--- src/rtl/flash_pkg.sv ---
// Shared definitions for the clocked NOR flash command model:
// command codes, status-register bit positions and the command FSM states.
package flash_pkg;

    localparam logic [7:0] CMD_READ_ARRAY  = 8'hFF;
    localparam logic [7:0] CMD_READ_STATUS = 8'h70;
    localparam logic [7:0] CMD_CLR_STATUS  = 8'h50;
    localparam logic [7:0] CMD_PROG        = 8'h40;
    localparam logic [7:0] CMD_PROG_ALT    = 8'h10;
    localparam logic [7:0] CMD_ERASE       = 8'h20;
    localparam logic [7:0] CMD_CONFIRM     = 8'hD0;

    localparam int SR_READY     = 7;
    localparam int SR_ERASE_ERR = 5;
    localparam int SR_PROG_ERR  = 4;
    localparam int SR_PROT_ERR  = 1;

    localparam logic [7:0] SR_RESET = 8'h80;

    typedef enum logic [2:0] {
        ST_READ_ARRAY  = 3'd0,
        ST_READ_STATUS = 3'd1,
        ST_PROG_SETUP  = 3'd2,
        ST_PROG_BUSY   = 3'd3,
        ST_ERASE_SETUP = 3'd4,
        ST_ERASE_WALK  = 3'd5,
        ST_ERASE_BUSY  = 3'd6
    } flash_state_e;

    function automatic logic is_erasing(input flash_state_e st);
        return (st == ST_ERASE_WALK) || (st == ST_ERASE_BUSY);
    endfunction

endpackage

--- src/rtl/flash_bus_sync.sv ---
// Samples the asynchronous NF_* pins into the clk domain and turns a sampled
// rising edge of WE (with CE low) into a one-cycle write strobe.
module flash_bus_sync
    import flash_pkg::*;
#(
    parameter int ADDR_W = 8,
    parameter int DATA_W = 8
) (
    input  logic              clk,
    input  logic              rst_n,
    input  logic [ADDR_W-1:0] a,
    input  logic [DATA_W-1:0] d,
    input  logic              ce,
    input  logic              oe,
    input  logic              we,
    input  logic              rp,
    input  logic              wp,
    input  logic              byte_sel,
    output logic              rp_smp,
    output logic              wr_stb,
    output logic [ADDR_W-1:0] wr_addr,
    output logic [DATA_W-1:0] wr_data,
    output logic              wr_wp
);

    logic [ADDR_W-1:0] a_r;
    logic [DATA_W-1:0] d_r;
    logic              ce_r;
    logic              we_r;
    logic              rp_r;
    logic              wp_r;
    logic [1:0]        smp_unused_r;

    logic [ADDR_W-1:0] a_p_r;
    logic [DATA_W-1:0] d_p_r;
    logic              ce_p_r;
    logic              we_p_r;
    logic              wp_p_r;

    // Pin sample stage plus the one-deep history used by the WE edge detector.
    always_ff @(posedge clk) begin
        if (!rst_n) begin
            a_r          <= '0;
            d_r          <= '0;
            ce_r         <= 1'b1;
            we_r         <= 1'b1;
            rp_r         <= 1'b1;
            wp_r         <= 1'b1;
            smp_unused_r <= 2'b11;
            a_p_r        <= '0;
            d_p_r        <= '0;
            ce_p_r       <= 1'b1;
            we_p_r       <= 1'b1;
            wp_p_r       <= 1'b1;
        end else begin
            a_r          <= a;
            d_r          <= d;
            ce_r         <= ce;
            we_r         <= we;
            rp_r         <= rp;
            wp_r         <= wp;
            smp_unused_r <= {oe, byte_sel};
            a_p_r        <= a_r;
            d_p_r        <= d_r;
            ce_p_r       <= ce_r;
            we_p_r       <= we_r;
            wp_p_r       <= wp_r;
        end
    end

    // Address/data/WP come from the sample taken while WE was still low.
    assign wr_stb  = !we_p_r && we_r && !ce_p_r;
    assign wr_addr = a_p_r;
    assign wr_data = d_p_r;
    assign wr_wp   = wp_p_r;
    assign rp_smp  = rp_r;

endmodule

--- config.mk ---
export PLATFORM = sky130hd
export DESIGN_NAME = flash_bus_sync
export DESIGN_NICKNAME = d
export VERILOG_FILES = /design/src/rtl/flash_pkg.sv /design/src/rtl/flash_bus_sync.sv
export SDC_FILE = /design/constraint.sdc
export NUM_CORES = 1
export LEC_CHECK = 0
export CORE_ASPECT_RATIO = 0.7
export CORE_UTILIZATION = 35
export DETAILED_ROUTE_END_ITERATION = 10
export MAX_ROUTING_LAYER = met4
export PLACE_DENSITY_LB_ADDON = 0.3
export SKIP_CTS_REPAIR_TIMING = 1
export SLEW_MARGIN = 15
export SYNTH_ARGS = -nofsm -noshare
export SYNTH_HDL_FRONTEND = slang
export SYNTH_SLANG_ARGS = --single-unit
--- constraint.sdc ---
create_clock -name clk -period 1.2 [get_ports clk]
set_input_delay 0.24 -clock clk [delete_from_list [all_inputs] [get_ports clk]]
set_output_delay 0.24 -clock clk [all_outputs]
set_load 0.02 [all_outputs]
==> implementation parameters, run 1 <==
Parameter                              Value

Timing
  Time the final worst path needs with I/O delays and setup ... 1.142 ns
  Maximum clock skew at final layout ... 0.002300 ns
  Transition time at the pin with the least slew margin ... 0.2538 ns
  Fmax ... 875.4 MHz
  Final setup slack of the worst path ... ~0.058 ns
  Final max-slew violation count ... 0
  Final hold violations ... 0
  Final-report setup violation count ... 0
  Setup TNS after final layout ... 0 ns
  Setup repair after global routing missed its margin ... no
  Tcrit/Tclk final ... 95.20%
  Hold Slack ... 0.4126 ns
  Max-slew headroom at the worst pin ... approximately 83%

Route
  Via density per instance ... 3.837
  DRC violation total after the first TritonRoute iteration ... 25
  Routed wire per std cell ... 10.29 um
  Post-DRT Antenna Nets ... 0
  Number of detailed-route iterations in the first pass ... 3
  Remaining DRCs ... 0
  Vias after detailed routing ... around 640
  Drt total wl ... 1.708 mm

Hold path
  Worst Hold Depth ... 1
  Worst hold endpoint ... wr_wp
  Worst min path class ... flop to flop
  Startpoint of the worst hold path ... wp_r

Worst setup path
  Slowest CP cell ... sky130_fd_sc_hd__dfxtp_1
  Slack of the worst reg-to-reg path ... about 0.65 ns
  Critical path launch point type ... flop
  Critical path startpoint ... we_p_r
  Number of cell instances on the worst register-to-register path ... 1
  Reg-to-reg critical path startpoint ... d_r[5]
  Critical path, cell by cell ... nor3b_2, buf_4
  Critical path endpoint category ... primary output
  Worst Path Max Fanout ... 1
  Worst path max stage delay ... 0.31 ns
  Count of buffer and inverter cells on the critical path ... 1
  Critical setup path kind ... flop to primary output
  Arr. time, crit path ... about 0.9 ns
  Top cell family by delay on the critical path ... flip-flops
  Reg2Reg Capture Point ... wr_data[5]
  Worst Path Required ... 0.96 ns

Yosys
  Number of warnings printed during yosys synthesis ... 0
  Post-synthesis cell area ... between 1000 and 1500 sq um
  Dominant register cell in the synthesized netlist ... sky130_fd_sc_hd__dfxtp_1
  Flop and latch count out of synthesis ... 39
  Synth async-reset ratio ... 0%
  Post-synth EDFFs ... 0
  Number of distinct library cells after synthesis ... 7
  Syn avg cell area ... 12.78 sq um
  Sequential element share of the synthesized area ... 73.58%
  Largest cells by area after synthesis ... sky130_fd_sc_hd__dfxtp_1, sky130_fd_sc_hd__and2_1, sky130_fd_sc_hd__nand2b_1, sky130_fd_sc_hd__buf_6, sky130_fd_sc_hd__buf_2
  Most frequent cells after synthesis ... sky130_fd_sc_hd__dfxtp_1, sky130_fd_sc_hd__and2_1, sky130_fd_sc_hd__nand2b_1
  Number of cells produced by synthesis ... 83
  Leading area contributor after synthesis ... sky130_fd_sc_hd__dfxtp_1
  Synthesized Nets ... 107
  Most frequently used cell type in the post-synthesis netlist ... sky130_fd_sc_hd__dfxtp_1
  Share of the synthesized area in the top cell type ... 73.58%

Floorplanning
  FP Rows ... 16
  Placeable Area ... 2843 sq um
  Die width ... 67.81 um
  Die outline height ... approximately 48 um
  Total die area ... 3259 sq um
  I/O pin count ... 43
  Starting Density ... 37.32%

Run
  Max capacitance violation total ... 0

Layout
  Register area ... approximately 780 sq um
  Final Core Density ... 57.97%
  Number of filler instances in the final layout ... 255
  Area added between synthesis and finish ... 55.31%
  Finished Cell Area ... 1648 sq um
  Area of the multi-input gates ... ~260 sq um
  Final net count ... between 150 and 200
  Antenna Diode Count ... 0
  Proportion of layout cells with a drive suffix above 1 ... 9.231%

Global routing
  Wire length of the first global-routing pass ... ~2.4 mm
  Largest net degree at the start of global routing ... 17
  Initial antenna violation count ... 0
  All-Layer GR Usage ... 11.79%
  GRT Residual Overflow ... 0
  Number of global-route vias before repair ... 579

Power and ir drop
  Total power divided by cell area ... 1505 nW/um^2
  Leak ... 0.9137 nW
  Clock share of power ... 36.6%
  Switching portion of total power ... 18.99%
  Internal power consumption ... 2.008 mW
  Switching component of the power ... 0.4709 mW
  Combinational fraction of design power ... 8.2%
  Largest vdd supply drop ... 0.8407 mV
  Reg power frac ... a little under three fifths

Clock network
  CTS root buffer ... sky130_fd_sc_hd__clkbuf_8
  Maximum level of the CTS H-tree ... 2
  Clock insertion delay at the later pin of the skew report ... 0.27 ns
  Inserted Clock Buffers ... 5
  Clock Tree Buf Depth ... 2
  CTS tree ... built
  Clock transition at path regs ... 0.07 ns
  Sink count of the clock tree ... 39

Run status
  Outcome ... finished, final reports clean

Placement
  Post-Place Cell Area ... between 1500 and 2000 sq um
  Number of input and output port buffers inserted ... 40
  Worst-case setup slack after placement ... -0.1596 ns
  Total half-perimeter wirelength after legalization and detailed placement ... 1.219 mm
  Routability congestion estimate ... 0.5931
-- cells by family (layout without fill, tap and decap cells) --
group / count (synthesis) / in the layout / share of synthesized area (%)
and+or+nand+nor: 40 / 40 / 23.70
buffers and inverters: 4 / 51 / 2.712
DFF: 39 / 39 / 73.59
-- layer usage --
metal / global-route usage, % / wire length, um / up-vias
met1: 11.71 / 727 / 272
li1: - / - / 337
met2: 17.43 / 760 / 26
met3: 7.619 / 203 / 2
met5: - / 0 / -
met4: 7.500 / 16 / 0
-- placed cells by master (no fill, tap or decap) --
| cell | instances |
|---|---|
| sky130_fd_sc_hd__clkbuf_8 | 7 |
| sky130_fd_sc_hd__dfxtp_1 | 39 |
| sky130_fd_sc_hd__dlymetal6s2s_1 | 18 |
| sky130_fd_sc_hd__and2_1 | 32 |
| sky130_fd_sc_hd__buf_4 | 4 |
| sky130_fd_sc_hd__nand2b_1 | 7 |
| sky130_fd_sc_hd__clkbuf_1 | 1 |
| sky130_fd_sc_hd__clkdlybuf4s50_1 | 21 |
| sky130_fd_sc_hd__nor3b_2 | 1 |
-- cell type report --
type                            instances  area share (%)
Multi-Input combinational cell         40           15.57
Clock buffer                            8           6.074
Timing Repair Buffer                   43           28.25
Tap cell                               36           2.733
Sequential cell                        39           47.38
-- per-stage QoR --
step           cells  total power [mW]
2_1_floorplan     83             1.482
3_3_place_gp     158             1.602
3_5_place_dp     158             1.609
4_1_cts          166             2.530
5_1_grt          166             2.593
6_report         166             2.479
-- how the worst max path moves through the flow --
stage / depth (start not counted) / slack, ns / endpoint
finish: 2 / 0.06 / wr_stb
floorplan: 1 / 0.14 / wr_stb
CTS: 2 / -0.46 / wr_stb
detailed placement: 2 / -0.16 / wr_stb
global route: 2 / 0.01 / wr_stb
global placement: 2 / -0.13 / wr_stb
-- flip-flops by register name, indices dropped and copies added, names as in the netlist --
name     count
a_r          8
ce_p_r       1
ce_r         1
d_r          8
rp_smp       1
we_p_r       1
we_r         1
wp_r         1
wr_addr      8
wr_data      8
wr_wp        1
-- power groups by stage --
| stage | combinational [mW] | sequential [mW] | clock [mW] |
|---|---|---|---|
| 5_1_grt | 0.221 | 1.37 | 0.998 |
| 3_3_place_gp | 0.207 | 1.40 | 0 |
| 6_report | 0.204 | 1.37 | 0.907 |
| 4_1_cts | 0.211 | 1.37 | 0.949 |
| 2_1_floorplan | 0.0549 | 1.43 | 0 |
| 3_5_place_dp | 0.210 | 1.40 | 0 |
No activity file was read; power rests on OpenSTA's default activity.
==> inputs of run 2 (changes only) <==
SETUP_SLACK_MARGIN = 0.2   (was unset)
==> implementation parameters, run 2 (synthesized netlist as in run 1, its figures left out) <==
Parameter                              Value

Layout
  Most frequent cells in the layout ... sky130_fd_sc_hd__and2_1, sky130_fd_sc_hd__dfxtp_1, sky130_fd_sc_hd__clkdlybuf4s50_1
  Proportion of layout cells with a drive suffix above 1 ... 33.33% (+24 points)
  Number of filler instances in the final layout ... 246 (-3.5%)
  Final Core Density ... 56.78% (-1.2 points)
  Final net count ... 152 (-0.65%)
  Area of the multi-input gates ... 256.5 sq um (unchanged)
  Area added between synthesis and finish ... 52.12%
  Register area ... 798.3 sq um (+2.2%)
  Antenna Diode Count ... 0 (unchanged)
  Number of non-filler instances in the completed layout ... 165 (-0.60%)
  Finished Cell Area ... 1614 sq um (-2.0%)
  Most frequent standard cell in the layout excluding fill and tap cells ... sky130_fd_sc_hd__and2_1

Placement
  Routability congestion estimate ... 0.5710 (-3.7%)
  Post-Place Cell Area ... 1498 sq um (-0.17%)
  Total half-perimeter wirelength after legalization and detailed placement ... 1.074 mm (-12%)
  Number of input and output port buffers inserted ... 40 (unchanged)
  Cell total after placement ... 157 (-0.63%)
  Worst-case setup slack after placement ... -0.1081 ns (+0.05146 ns)

Timing
  Final hold violations ... 0 (unchanged)
  Fmax ... 865.1 MHz (-1.2%)
  Setup repair after global routing missed its margin ... yes
  Maximum clock skew at final layout ... 0.001094 ns (-0.001206 ns)
  Time the final worst path needs with I/O delays and setup ... 1.156 ns (+0.01356 ns)
  Final-report setup violation count ... 0 (unchanged)
  Transition time at the pin with the least slew margin ... 0.1670 ns (-0.08682 ns)
  Final setup slack of the worst path ... 0.04405 ns (-0.01356 ns)
  Setup TNS after final layout ... 0 ns (unchanged)
  Max-slew headroom at the worst pin ... 88.87% (+5.8 points)
  Final max-slew violation count ... 0 (unchanged)
  Tcrit/Tclk final ... 96.33% (+1.1 points)

Clock network
  Clock Tree Buf Depth ... 2 (unchanged)
  Maximum level of the CTS H-tree ... 2 (unchanged)
  Clock insertion delay at the later pin of the skew report ... 0.28 ns (about the same)
  Inserted Clock Buffers ... 5 (unchanged)
  Sink count of the clock tree ... 39 (unchanged)
  Clock transition at path regs ... 0.07 ns (about the same)
  CTS tree ... built
  CTS root buffer ... sky130_fd_sc_hd__clkbuf_8

Global routing
  Wire length of the first global-routing pass ... 2.311 mm (-4.5%)
  Number of global-route vias before repair ... 546 (-5.7%)
  Largest net degree at the start of global routing ... 24 (+7)
  GRT Residual Overflow ... 0 (unchanged)
  Initial antenna violation count ... 0 (unchanged)
  All-Layer GR Usage ... 11.53% (-0.27 points)

Floorplanning
  Die width ... 67.81 um (unchanged)
  Total die area ... 3259 sq um (unchanged)
  I/O pin count ... 43 (unchanged)
  FP Rows ... 16 (unchanged)
  Die outline height ... 48.07 um (unchanged)
  Placeable Area ... 2843 sq um (unchanged)
  Starting Density ... 37.32% (unchanged)

Power and ir drop
  Switching component of the power ... 0.4961 mW (+5.3%)
  Reg power frac ... 54.8% (-0.4 points)
  Largest vdd supply drop ... 0.7263 mV (-14%)
  Total power divided by cell area ... 1556 nW/um^2 (+3.4%)
  Internal power consumption ... 2.015 mW (+0.34%)
  Clock share of power ... 37.0% (+0.4 points)
  Combinational fraction of design power ... 8.2% (about the same)
  Leak ... 0.6853 nW (-25%)
  Switching portion of total power ... 19.75% (+0.76 points)

Route
  Vias after detailed routing ... 648 (+1.7%)
  Routed wire per std cell ... 10.12 um (-1.7%)
  Post-DRT Antenna Nets ... 0 (unchanged)
  Remaining DRCs ... 0 (unchanged)
  Via density per instance ... 3.927 (+2.3%)
  Drt total wl ... 1.669 mm (-2.3%)
  Number of detailed-route iterations in the first pass ... 4 (+1)
  DRC violation total after the first TritonRoute iteration ... 17 (-32%)

Worst setup path
  Critical path, cell by cell ... nor3b_2, buf_4
  Top cell family by delay on the critical path ... flip-flops
  Worst Path Required ... 0.96 ns (about the same)
  Slowest CP cell ... sky130_fd_sc_hd__dfxtp_1
  Arr. time, crit path ... 0.92 ns (+0.02 ns)
  Worst path max stage delay ... 0.31 ns (about the same)
  Critical path launch point type ... flop
  Critical path endpoint category ... primary output
  Slack of the worst reg-to-reg path ... 0.65 ns (about the same)
  Count of buffer and inverter cells on the critical path ... 1 (unchanged)
  Worst Path Max Fanout ... 1 (unchanged)
  Critical setup path kind ... flop to primary output

Run
  Max capacitance violation total ... 0 (unchanged)

Run status
  Outcome ... finished, final reports clean

Hold path
  Worst min path class ... flop to flop
==> run 2: area by class of cell <==
type / instances / share of cell area (%)
multi-input combinational: 40 / 15.89
clock buffer: 8 / 6.202
timing repair buffer: 42 / 25.66
sequential: 39 / 49.46
tap: 36 / 2.791
==> run 2: per-stage QoR <==
stage	total power [mW]	hold slack, ns
floorplan	1.483	0.3415
global placement	1.600	0.3903
detailed placement	1.606	0.3909
CTS	2.544	0.4076
global route	2.639	0.4434
finish	2.511	0.4074
==> run 2: final timing paths <==
check	to	depth (start not counted)	from
worst max-delay path	wr_stb	2	we_p_r
worst min-delay path	wr_wp	1	wp_r
worst max register to register	we_p_r	1	we_r
worst min register to register	wr_wp	1	wp_r
==> run 2: routing by layer <==
layer  part of all wire [%]  GRT usage (%)
met5                      0              -
met2                     45          15.05
met1                     45          12.14
met3                    9.9          6.429
met4                   0.72          11.25
==> run 2: power groups by stage <==
stage	registers, mW	clock network (mW)	logic, mW
after floorplan	1.43	0	0.0552
after global placement	1.40	0	0.204
after detailed placement	1.40	0	0.208
after CTS	1.37	0.967	0.208
after global routing	1.38	1.03	0.224
final	1.38	0.930	0.205
==> inputs of run 3 (changes only) <==
CTS_BUF_LIST = sky130_fd_sc_hd__clkbuf_8   (was unset)
GPL_ROUTABILITY_DRIVEN = 1   (was unset)
GPL_TIMING_DRIVEN = 0   (was unset)
==> implementation parameters, run 3 (synthesized netlist as in run 1, its figures left out) <==
Parameter                              Value

Run status
  Outcome ... finished, final reports clean

Layout
  Final net count ... 153 (+0.66%)
  Number of non-filler instances in the completed layout ... 166 (+0.61%)
  Proportion of layout cells with a drive suffix above 1 ... 28.46% (-4.9 points)
  Most frequent standard cell in the layout excluding fill and tap cells ... sky130_fd_sc_hd__dfxtp_1
  Area added between synthesis and finish ... 48.23%
  Antenna Diode Count ... 0 (unchanged)
  Most frequent cells in the layout ... sky130_fd_sc_hd__dfxtp_1, sky130_fd_sc_hd__and2_1, sky130_fd_sc_hd__clkdlybuf4s50_1

Clock network
  Sink count of the clock tree ... 39 (unchanged)
  Clock transition at path regs ... 0.07 ns (about the same)
  Clock insertion delay at the later pin of the skew report ... 0.28 ns (about the same)
  Maximum level of the CTS H-tree ... 2 (unchanged)
  CTS tree ... built
  Clock Tree Buf Depth ... 2 (unchanged)
  Inserted Clock Buffers ... 5 (unchanged)
  CTS root buffer ... sky130_fd_sc_hd__clkbuf_8

Global routing
  Largest net degree at the start of global routing ... 13 (-46%)
  GRT Residual Overflow ... 0 (unchanged)
  All-Layer GR Usage ... 12.69% (+1.2 points)
  Wire length of the first global-routing pass ... 2.504 mm (+8.4%)
  Number of global-route vias before repair ... 584 (+7.0%)
  Initial antenna violation count ... 0 (unchanged)

Floorplanning
  I/O pin count ... 43 (unchanged)
  FP Rows ... 16 (unchanged)
  Starting Density ... 37.32% (unchanged)
  Total die area ... 3259 sq um (unchanged)
  Die outline height ... 48.07 um (unchanged)
  Die width ... 67.81 um (unchanged)
  Placeable Area ... 2843 sq um (unchanged)

Route
  Post-DRT Antenna Nets ... 0 (unchanged)
  Remaining DRCs ... 0 (unchanged)
  DRC violation total after the first TritonRoute iteration ... 24 (+7)
  Drt total wl ... 1.677 mm (+0.48%)
  Number of detailed-route iterations in the first pass ... 4 (unchanged)
  Routed wire per std cell ... 10.10 um (-0.13%)
  Via density per instance ... 4.054 (+3.2%)
  Vias after detailed routing ... 673 (+3.9%)

Worst setup path
  Critical setup path kind ... flop to primary output
  Arr. time, crit path ... 0.92 ns (about the same)
  Worst Path Max Fanout ... 1 (unchanged)
  Critical path launch point type ... flop
  Critical path endpoint category ... primary output
  Worst Path Required ... 0.96 ns (about the same)

Timing
  Time the final worst path needs with I/O delays and setup ... 1.163 ns (+0.007317 ns)
  Tcrit/Tclk final ... 96.94% (+0.61 points)
  Final hold violations ... 0 (unchanged)
  Final-report setup violation count ... 0 (unchanged)
  Hold Slack ... 0.1978 ns (-0.2096 ns)
  Final max-slew violation count ... 0 (unchanged)
  Fmax ... 859.6 MHz (-0.63%)
  Maximum clock skew at final layout ... 0.002941 ns (+0.001847 ns)
  Setup repair after global routing missed its margin ... yes
  Max-slew headroom at the worst pin ... 91.27% (+2.4 points)
  Transition time at the pin with the least slew margin ... 0.1310 ns (-0.03604 ns)
  Final setup slack of the worst path ... 0.03673 ns (-0.007317 ns)

Power and ir drop
  Leak ... 0.6804 nW (-0.72%)
  Total power divided by cell area ... 1518 nW/um^2 (-2.5%)
  Largest vdd supply drop ... 0.8045 mV (+11%)

Run
  Max capacitance violation total ... 0 (unchanged)

Hold path
  Worst min path class ... input pin to flop

Placement
  Number of input and output port buffers inserted ... 39 (-2.5%)
  Worst-case setup slack after placement ... -0.1058 ns (+0.002271 ns)
  Routability congestion estimate ... 0.6265 (+9.7%)
  Cell total after placement ... 158 (+0.64%)
  Total half-perimeter wirelength after legalization and detailed placement ... 1.199 mm (+12%)
==> run 3: changes by cell type in the layout (fill, tap and decap cells not counted) <==
cell and delta:
sky130_fd_sc_hd__buf_2 +3, sky130_fd_sc_hd__clkinv_2 +3, sky130_fd_sc_hd__clkdlybuf4s50_1 -1, sky130_fd_sc_hd__clkbuf_1 -1
sky130_fd_sc_hd__clkbuf_8 -2, sky130_fd_sc_hd__buf_4 +2, sky130_fd_sc_hd__buf_6 -3, sky130_fd_sc_hd__dfxtp_2 -9
sky130_fd_sc_hd__dfxtp_1 +9
==> run 3: final timing paths <==
check / start / end / slack (ns) / depth (start not counted)
max: we_p_r / wr_stb / 0.04 / 2
min: rst_n / we_r / 0.20 / 2
max reg2reg: a_r[7] / wr_addr[7] / 0.65 / 1
min reg2reg: wp_r / wr_wp / 0.41 / 1
==> run 3: layout make-up <==
class	count	area, sq um
fill	258	1270
sequential	39	787.0
multi-input combinational	40	256.5
clock buffer	5	68.82
tap	36	45.04
timing repair buffer	39	371.6
clock inverter	3	15.01
buffer	4	28.78
==> run 3: layer usage <==
layer / track usage [%] / routed length [um] / up-vias
met3: 7.381 / 179 / 2
met4: 11.25 / 19 / 0
met2: 18.22 / 763 / 28
met5: - / 0 / -
li1: - / - / 338
met1: 12.39 / 714 / 305
==> run 3: power breakdown <==
part	switching [mW]	internal [mW]	leakage, nW
registers	0.0156	1.36	0.324
logic	0.0739	0.129	0.309
clock network	0.415	0.397	0.0477
==> run 3: metrics by stage <==
step	util [%]	setup TNS (ns)	instance area, sq um	power [mW]
after floorplan	-	0	1066	1.483
after global placement	52.82	-0.1108	1501	1.602
after detailed placement	52.82	-0.1058	1501	1.608
after CTS	55.77	-4.753	1585	2.423
after global routing	55.33	0	1573	2.493
final	55.33	0	1573	2.387
==> run 3: critical path, stage by stage (launching register included) <==
cell and delay, ns:
sky130_fd_sc_hd__dfxtp_1 0.32, sky130_fd_sc_hd__nor3b_2 0.17, sky130_fd_sc_hd__buf_4 0.16
